`src/rtl/icache_if.sv`:
```
// Fetcher, memory-controller, invalidate and flush signals of the instruction cache.
// slave is the cache side; master is the environment (fetcher, memory controller, ROB).
interface icache_if;
    logic        in_fetcher_ce;
    logic [31:0] in_fetcher_addr;
    logic        out_fetcher_ce;
    logic [31:0] out_fetcher_inst;
    logic        out_mem_ce;
    logic [31:0] out_mem_addr;
    logic        in_mem_ce;
    logic [31:0] in_mem_data;
    logic        in_inv_ce;
    logic [31:0] in_inv_addr;
    logic        in_rob_misbranch;

    modport slave (
        input  in_fetcher_ce,
        input  in_fetcher_addr,
        output out_fetcher_ce,
        output out_fetcher_inst,
        output out_mem_ce,
        output out_mem_addr,
        input  in_mem_ce,
        input  in_mem_data,
        input  in_inv_ce,
        input  in_inv_addr,
        input  in_rob_misbranch
    );

    modport master (
        output in_fetcher_ce,
        output in_fetcher_addr,
        input  out_fetcher_ce,
        input  out_fetcher_inst,
        input  out_mem_ce,
        input  out_mem_addr,
        output in_mem_ce,
        output in_mem_data,
        output in_inv_ce,
        output in_inv_addr,
        output in_rob_misbranch
    );
endinterface

```
`src/rtl/icache.sv`:
```
// Direct-mapped, one-word-per-line instruction cache with single-cycle hits,
// one outstanding memory read on a miss, misbranch flush and store invalidation.
module icache #(
    parameter int INDEX_BITS = 6
) (
    input  logic     clk,
    input  logic     rst,
    input  logic     rdy,
    icache_if.slave  bus
);
    localparam int TAG_BITS = 16 - INDEX_BITS;
    localparam int LINES    = 1 << INDEX_BITS;

    // state    | meaning
    // IDLE     | accepting fetches; hits answered next cycle
    // WAIT_MEM | read issued to memory controller, waiting for in_mem_ce
    typedef enum logic {
        IDLE,
        WAIT_MEM
    } state_t;

    state_t state_q, state_nxt;

    logic [LINES-1:0]    valid_q;
    logic [TAG_BITS-1:0] tag_q  [LINES];
    logic [31:0]         data_q [LINES];

    logic        fetch_ce_nxt;
    logic [31:0] fetch_inst_nxt;
    logic        mem_ce_nxt;
    logic [31:0] mem_addr_nxt;
    logic        fill_en;

    logic [INDEX_BITS-1:0] req_idx, fill_idx, inv_idx;
    logic [TAG_BITS-1:0]   req_tag, fill_tag, inv_tag;
    logic                  req_cacheable, fill_cacheable, req_hit, inv_en;

    assign req_idx        = bus.in_fetcher_addr[INDEX_BITS+1:2];
    assign req_tag        = bus.in_fetcher_addr[17:INDEX_BITS+2];
    assign req_cacheable  = (bus.in_fetcher_addr[17:16] != 2'b11);
    assign req_hit        = req_cacheable && valid_q[req_idx] && (tag_q[req_idx] == req_tag);

    // The latched request address doubles as the fill address.
    assign fill_idx       = bus.out_mem_addr[INDEX_BITS+1:2];
    assign fill_tag       = bus.out_mem_addr[17:INDEX_BITS+2];
    assign fill_cacheable = (bus.out_mem_addr[17:16] != 2'b11);

    assign inv_idx        = bus.in_inv_addr[INDEX_BITS+1:2];
    assign inv_tag        = bus.in_inv_addr[17:INDEX_BITS+2];
    // A store landing on the index being filled this cycle must not leave stale data valid.
    assign inv_en         = bus.in_inv_ce &&
                            ((valid_q[inv_idx] && (tag_q[inv_idx] == inv_tag)) ||
                             (fill_en && (fill_idx == inv_idx)));

    always_comb begin
        state_nxt      = state_q;
        fetch_ce_nxt   = 1'b0;
        fetch_inst_nxt = bus.out_fetcher_inst;
        mem_ce_nxt     = 1'b0;
        mem_addr_nxt   = bus.out_mem_addr;
        fill_en        = 1'b0;
        case (state_q)
            IDLE: begin
                if (bus.in_fetcher_ce && !bus.in_rob_misbranch) begin
                    if (req_hit) begin
                        fetch_ce_nxt   = 1'b1;
                        fetch_inst_nxt = data_q[req_idx];
                    end else begin
                        mem_ce_nxt   = 1'b1;
                        mem_addr_nxt = bus.in_fetcher_addr;
                        state_nxt    = WAIT_MEM;
                    end
                end
            end
            WAIT_MEM: begin
                if (bus.in_mem_ce) begin
                    fill_en   = fill_cacheable;
                    state_nxt = IDLE;
                    if (!bus.in_rob_misbranch) begin
                        fetch_ce_nxt   = 1'b1;
                        fetch_inst_nxt = bus.in_mem_data;
                    end
                end else if (bus.in_rob_misbranch) begin
                    state_nxt = IDLE;
                end
            end
            default: state_nxt = IDLE;
        endcase
    end

    always_ff @(posedge clk) begin
        if (rst) begin
            state_q              <= IDLE;
            bus.out_fetcher_ce   <= 1'b0;
            bus.out_fetcher_inst <= 32'h0;
            bus.out_mem_ce       <= 1'b0;
            bus.out_mem_addr     <= 32'h0;
        end else if (rdy) begin
            state_q              <= state_nxt;
            bus.out_fetcher_ce   <= fetch_ce_nxt;
            bus.out_fetcher_inst <= fetch_inst_nxt;
            bus.out_mem_ce       <= mem_ce_nxt;
            bus.out_mem_addr     <= mem_addr_nxt;
        end
    end

    // Invalidate is applied after the fill so it takes precedence on the same line.
    always_ff @(posedge clk) begin
        if (rst) begin
            valid_q <= '0;
        end else if (rdy) begin
            if (fill_en) begin
                valid_q[fill_idx] <= 1'b1;
            end
            if (inv_en) begin
                valid_q[inv_idx] <= 1'b0;
            end
        end
    end

    always_ff @(posedge clk) begin
        if (rdy && fill_en) begin
            tag_q[fill_idx]  <= fill_tag;
            data_q[fill_idx] <= bus.in_mem_data;
        end
    end
endmodule
```
`src/flat_wrapper.sv`:
```
// flat-port wrapper written by rule: the top's interface ports become plain ports
module icache_flat 
#(
    parameter int INDEX_BITS = 6
)
  (clk, rst, rdy, bus_in_fetcher_ce, bus_in_fetcher_addr, bus_out_fetcher_ce, bus_out_fetcher_inst, bus_out_mem_ce, bus_out_mem_addr, bus_in_mem_ce, bus_in_mem_data, bus_in_inv_ce, bus_in_inv_addr, bus_in_rob_misbranch);
  icache_if bus_i ();
  input  logic clk;
  input  logic rst;
  input  logic rdy;
  input wire logic [$bits(bus_i.in_fetcher_ce)-1:0] bus_in_fetcher_ce;
  input wire logic [$bits(bus_i.in_fetcher_addr)-1:0] bus_in_fetcher_addr;
  output wire logic [$bits(bus_i.out_fetcher_ce)-1:0] bus_out_fetcher_ce;
  output wire logic [$bits(bus_i.out_fetcher_inst)-1:0] bus_out_fetcher_inst;
  output wire logic [$bits(bus_i.out_mem_ce)-1:0] bus_out_mem_ce;
  output wire logic [$bits(bus_i.out_mem_addr)-1:0] bus_out_mem_addr;
  input wire logic [$bits(bus_i.in_mem_ce)-1:0] bus_in_mem_ce;
  input wire logic [$bits(bus_i.in_mem_data)-1:0] bus_in_mem_data;
  input wire logic [$bits(bus_i.in_inv_ce)-1:0] bus_in_inv_ce;
  input wire logic [$bits(bus_i.in_inv_addr)-1:0] bus_in_inv_addr;
  input wire logic [$bits(bus_i.in_rob_misbranch)-1:0] bus_in_rob_misbranch;
  assign bus_i.in_fetcher_ce = bus_in_fetcher_ce;
  assign bus_i.in_fetcher_addr = bus_in_fetcher_addr;
  assign bus_out_fetcher_ce = bus_i.out_fetcher_ce;
  assign bus_out_fetcher_inst = bus_i.out_fetcher_inst;
  assign bus_out_mem_ce = bus_i.out_mem_ce;
  assign bus_out_mem_addr = bus_i.out_mem_addr;
  assign bus_i.in_mem_ce = bus_in_mem_ce;
  assign bus_i.in_mem_data = bus_in_mem_data;
  assign bus_i.in_inv_ce = bus_in_inv_ce;
  assign bus_i.in_inv_addr = bus_in_inv_addr;
  assign bus_i.in_rob_misbranch = bus_in_rob_misbranch;
  icache #(.INDEX_BITS(INDEX_BITS)) u_core (.clk(clk), .rst(rst), .rdy(rdy), .bus(bus_i));
endmodule
```
`config.mk`:
```
export PLATFORM = sky130hd
export DESIGN_NAME = icache_flat
export DESIGN_NICKNAME = d
export VERILOG_FILES = /design/src/rtl/icache_if.sv /design/src/rtl/icache.sv /design/src/flat_wrapper.sv
export SDC_FILE = /design/constraint.sdc
export NUM_CORES = 2
export LEC_CHECK = 0
export ABC_AREA = 1
export CAP_MARGIN = 20
export CORE_ASPECT_RATIO = 1.75
export CORE_MARGIN = 2
export CORE_UTILIZATION = 50
export CTS_CLUSTER_DIAMETER = 120
export DETAILED_ROUTE_END_ITERATION = 7
export PLACE_DENSITY = 0.75
export SLEW_MARGIN = 20
export SYNTH_ARGS = -nofsm -noshare
export SYNTH_HDL_FRONTEND = slang
export SYNTH_SLANG_ARGS = --single-unit
export TNS_END_PERCENT = 30
```
`constraint.sdc`:
```
create_clock -name clk -period 5.6 [get_ports clk]
set_input_delay 1.4 -clock clk [delete_from_list [all_inputs] [get_ports clk]]
set_output_delay 1.4 -clock clk [all_outputs]
set_load 0.02 [all_outputs]
```
# After elaboration in Yosys (flattened, before gate mapping)
# Memories as Yosys holds them, arrays and structs flattened.
# Index checks and enable logic that the tools add are counted.
# word_totals
register_bits,131
mem_bits_rw,2688
output_inout_bits,66
wordCells,71
mem_count,2
# mem_list
name,words,width,rd,rd_clocked_by_memory_dff,wr,line,text
u_core.data_q,64,32,1,0,1,icache.sv:26,logic [31:0] data_q [LINES];
u_core.tag_q,64,10,2,0,1,icache.sv:25,logic [TAG_BITS-1:0] tag_q [LINES];
# op_classes
n_lt_le_gt_ge,5
n_eq_ne,9
muxes,31
bitwise_logic,5
reduce_logical,13
# ops
operator,count
$mux W64,4
$mux W32,4
$and A64 B64 Y64,1
$not A64 Y64,1
$or A64 B64 Y64,1
$pmux W32 S2,1
$lt A6 B7 Y1 const B,3
$eq A10 B10 Y1,2
$mux W1,16
$bmux W1 S6,2
$demux W1 S6,2
$ge A6 B1 Y1 const B,2
$logic_and A1 B1 Y1,9
$ne A2 B2 Y1 const B,4
$eq A6 B6 Y1,1
$reduce_and A5 Y1,1
$ne A2 B1 Y1 const B,2
$pmux W1 S2,2
$reduce_and A4 Y1,1
$not A1 Y1,2
$logic_not A1 Y1,1
$logic_or A1 B1 Y1,1

# Longest topological paths before layout
# depth
ltp_word,10
mapped_depth,24

# Worst setup path after synthesis
# No wires, ideal clock.
# synth_path
kind,input port to flip-flop
from,input port rdy
to,"memory u_core.data_q[54][0], enable pin"
t_arrival_ns,4.199
required_ns,5.157
setup_slack_ns,0.958
path_stages,5
path_cell_list,clkbuf_1 > inv_1 > nor2_1 > nand4_1 > nor2_1
# synth_between
elab_chain_len,3
# synth_rtl
item,line,text
from (decl),flat_wrapper.sv:10,input logic rdy;
$logic_and A1 B1 Y1,icache.sv:122,if (rdy && fill_en) begin
$mux W1,icache.sv:122,
$mux W1 (implied by the code),icache.sv:124,data_q[fill_idx] <= bus.in_mem_data;
to (decl),icache.sv:26,
# Every way passes these cells.

# Worst setup path in the final report
# layout_path
from,input port bus_in_inv_addr[3]
to,register u_core.valid_q[31]
# layout_between
elab_chain_len,7
# layout_rtl
item,line,text
from (decl),flat_wrapper.sv:20,input wire logic [$bits(bus_i.in_inv_addr)-1:0] bus_in_inv_addr;
branches (longest 6 deep; another with $mem_v2 Z64 W10),--,
$mux W64 (*),icache.sv:115,if (inv_en) begin
to (signal assigned),icache.sv:110,valid_q <= '0;
"to (signal, indexed assignment)",icache.sv:113,valid_q[fill_idx] <= 1'b1;
"to (signal, indexed assignment)",icache.sv:116,valid_q[inv_idx] <= 1'b0;
to (decl),icache.sv:24,logic [LINES-1:0] valid_q;
# Mark *: on every way between the ends. The select of a mux whose other input is x is not followed.
# A chain may end at the register's enable or synchronous reset.

==> results.sh <==
export IMPL_status="finished, final reports clean"
export IMPL_slowest_stage="clkdlybuf4s50_1"
export IMPL_syn_inst=10338
export IMPL_slew_violations=0
export IMPL_ant_nets=0
export IMPL_avgSynthCellArea_um2=11.41
export IMPL_power_density_nw_per_um2=322.7
export IMPL_path_depth=22
export IMPL_cts_inserted_buffers=235
export IMPL_cp_max_fo=38
export IMPL_rsz0062_at_grt="false"
export IMPL_critPathArrivalTime_ps=5660
export IMPL_r2r_setup_slack_ps=2070
export IMPL_clk_pin_slew_worst_paths_ps=60
export IMPL_cp_common_cell="nand2_1"
export IMPL_placed_cells=13265
export IMPL_dp_hpwl_um=240600
export IMPL_finalNonFillerCells=13704
export IMPL_wl_met1_um=129600
export IMPL_synth_area_um2=117900
export IMPL_grt_usage_pct=34.93
export IMPL_r2r_cells=6
export IMPL_layout_commonest_cell="edfxtp_1"
export IMPL_routed_wl_met2_um=192800
export IMPL_path_buf_inv=8
export IMPL_initial_core_util_pct=50.33
export IMPL_synth_top_flop_cell="edfxtp_1"
export IMPL_slowest_delay_ps=590
export IMPL_layout_nets=10524
export IMPL_wl_per_cell_um=31.31
export IMPL_hold_ws_ps=465.5
export IMPL_timing_max_cap_violations=0
export IMPL_rows=235
export IMPL_max_clock_path_buffers=4
export IMPL_die_w_um=371.1
export IMPL_ir_drop_mv=0.3049
export IMPL_clock_latency_ps=930
export IMPL_gp_congestion=0.9840
export IMPL_start_kind="input pin"
export IMPL_ys_ff_latch=2819
export IMPL_syn_nets=10441
export IMPL_drtIter0Drc=15099
export IMPL_setup_viol=0
export IMPL_required_ps=6390
export IMPL_die_area_um2=239900
export IMPL_cts_setup_buffers=0
export IMPL_maxUsedRoutingLayer="met5"
export IMPL_p_total_mw=43.02
export IMPL_ctsResizeCount=0
export IMPL_htree_levels=4
export IMPL_finalHoldViolCount=0
export IMPL_path_cells="clkdlybuf4s50_1 > inv_4 > buf_12 > nor3_4 > buf_12 > buf_4 > a22oi_1 > nand2_1 > nand2_1 > nand2_1 > nor2_1 > buf_4 > nand3b_1 > nand2_1 > nand3_1 > nor2_1 > nand2_1 > nand2_4 > buf_12 > nand3_1 > nand2_1 > inv_1"
export IMPL_synth_cell_types=46
export IMPL_grt_overflow=0
export IMPL_firstDrtPassIters=7
export IMPL_fin_crit_ps=4868
export IMPL_path_class="input pin to flip-flop"
export IMPL_grt_max_degree=164
export IMPL_core_um2=234300
export IMPL_grt_pass1_vias=87471
export IMPL_drive_gt1_share_pct=8.778
export IMPL_reg2reg_to="u_core.bus.out_fetcher_inst[5]"
export IMPL_finalCritPeriodShare_pct=86.92
export IMPL_area_growth_pct=13.03
export IMPL_io_pins=169
export IMPL_relSlewSlack_pct=23.06
export IMPL_final_cell_mix="edfxtp_1, nor2_1, nand2_1"
export IMPL_endpoint="u_core.valid_q[31]"
export IMPL_vias=91444
export IMPL_p_leak_nw=44.96
export IMPL_cts_sinks=2819
export IMPL_final_setup_skew_ps=76.57
export IMPL_yosys_warnings=0
export IMPL_wl_um=429100
export IMPL_drc=0
export IMPL_grt_antenna_before_repair=22
export IMPL_die_h_um=646.5
export IMPL_synth_edf_count=2688
export IMPL_critPathLaunch="bus_in_inv_addr[3]"
export IMPL_finalSetupTns_ps=0
export IMPL_r2r_start="u_core.state_q"
export IMPL_holdBufCountCts=0
export IMPL_endpoint_kind="flip-flop"
export IMPL_via_per_inst=6.673
export IMPL_yosysSeqAreaShare_pct=70.66
export IMPL_grt_pass1_wl_um=601400
export IMPL_async_flop_share_pct=0
export IMPL_fill_cells=18114
export IMPL_tightest_slew_ps=1151
export IMPL_worstHoldPathType="flip-flop to flip-flop"
export IMPL_path_delay_family="simple AND/OR/NAND/NOR gates"
export IMPL_met3WireLength_um=60160
export IMPL_portBuffers=152
export IMPL_cts_root_buf="clkbuf_16"
export IMPL_fmax_mhz=205.4
export IMPL_cts_tree="built"
[final cells by class]
type                       count  area, µm²  share of cell area (%)
tap                         3081       3855                   2.892
sequential                  2819      83360                   62.53
clock buffer                 280       6135                   4.602
inverter                     273       1069                  0.8015
clock inverter               142       1660                   1.245
antenna                       17      42.54                 0.03191
multi-input combinational   6504      30790                   23.10
timing repair buffer         588       6399                   4.800
[metal layers]
| metal | global-route usage (%) | up-vias |
|---|---|---|
| met5 | 0 | - |
| met4 | 31.38 | 8 |
| met3 | 8.890 | 2331 |
| met2 | 54.15 | 7857 |
| met1 | 39.81 | 43752 |
| li1 | - | 37496 |
[synthesized netlist by cell type, types with 15 or more instances]
cell type     n  share of area [%]
nor3_1       19              0.081
buf_1        49               0.16
clkbuf_1    425                1.4
inv_1       256               0.81
o21ai_0    1373                5.8
o21ai_1      44               0.19
a21oi_1     210               0.89
buf_4        28               0.18
o221ai_1     99               0.74
o211ai_1     41               0.26
nand4_1      70               0.37
a22oi_1      54               0.34
nand2_1    1491                4.7
buf_6        20               0.19
nand3_1     820                3.5
buf_2       220               0.93
o32ai_1      15               0.11
o22ai_1     497                2.6
nor2_1     1682                5.4
edfxtp_1   2688                 68
dfxtp_1     131                2.2
[state kept, by name (all words and copies together) (netlist names)]
name / flops
u_core.valid_q: 64
u_core.bus.out_mem_ce: 1
u_core.bus.out_fetcher_inst: 32
u_core.bus.out_mem_addr: 32
u_core.tag_q: 640
u_core.bus.out_fetcher_ce: 1
u_core.state_q: 1
u_core.data_q: 2048
[tightest hold or removal path: cells and delay by family, from the launching register on]
family,cells,cell delay (ps)
DFF,1,310
and+or+nand+nor,1,60
AOI/OAI and AO/OA,1,50
[report_power, final]
group	switching [mW]	internal [mW]
clock	7.58	9.46
combinational	2.16	0.766
sequential	0.0276	23.0
total	9.77	33.2
[per-stage QoR]
| step | cell area [µm²] | utilization [%] | setup WS [ps] |
|---|---|---|---|
| 5_1_grt | 133300 | 56.87 | 704.6 |
| 2_1_floorplan | 117900 | - | 958.0 |
| 6_report | 133300 | 56.89 | 732.4 |
| 3_3_place_gp | 125500 | 53.54 | 126.1 |
| 3_5_place_dp | 125500 | 53.54 | 96.57 |
| 4_1_cts | 133300 | 56.86 | 1028 |
[worst min-delay path by stage]
stage / endpoint / startpoint / depth (start not counted) / slack, ps
floorplan: u_core.valid_q[12] / u_core.valid_q[12] / 4 / 530
global placement: u_core.bus.out_mem_addr[23] / u_core.bus.out_mem_addr[23] / 2 / 450
detailed placement: u_core.bus.out_mem_addr[19] / u_core.bus.out_mem_addr[19] / 2 / 460
CTS: u_core.bus.out_mem_addr[19] / u_core.bus.out_mem_addr[19] / 2 / 470
global route: u_core.bus.out_mem_addr[25] / u_core.bus.out_mem_addr[25] / 2 / 490
finish: u_core.bus.out_mem_addr[31] / u_core.bus.out_mem_addr[31] / 2 / 470
[cells by family (layout without fill, tap and decap cells)]
family | after synthesis | in the layout | synth area share (%)
XOR/XNOR | 6 | 6 | 0.04455
other | 0 | 17 | 0
flip-flops | 2819 | 2819 | 70.66
multiplexers | 8 | 8 | 0.06790
AO/OA/AOI/OAI | 2378 | 2378 | 11.29
AND/OR/NAND/NOR | 4112 | 4112 | 14.25
buffers and inverters | 1015 | 1283 | 3.686
No activity file was read; power rests on OpenSTA's default activity.
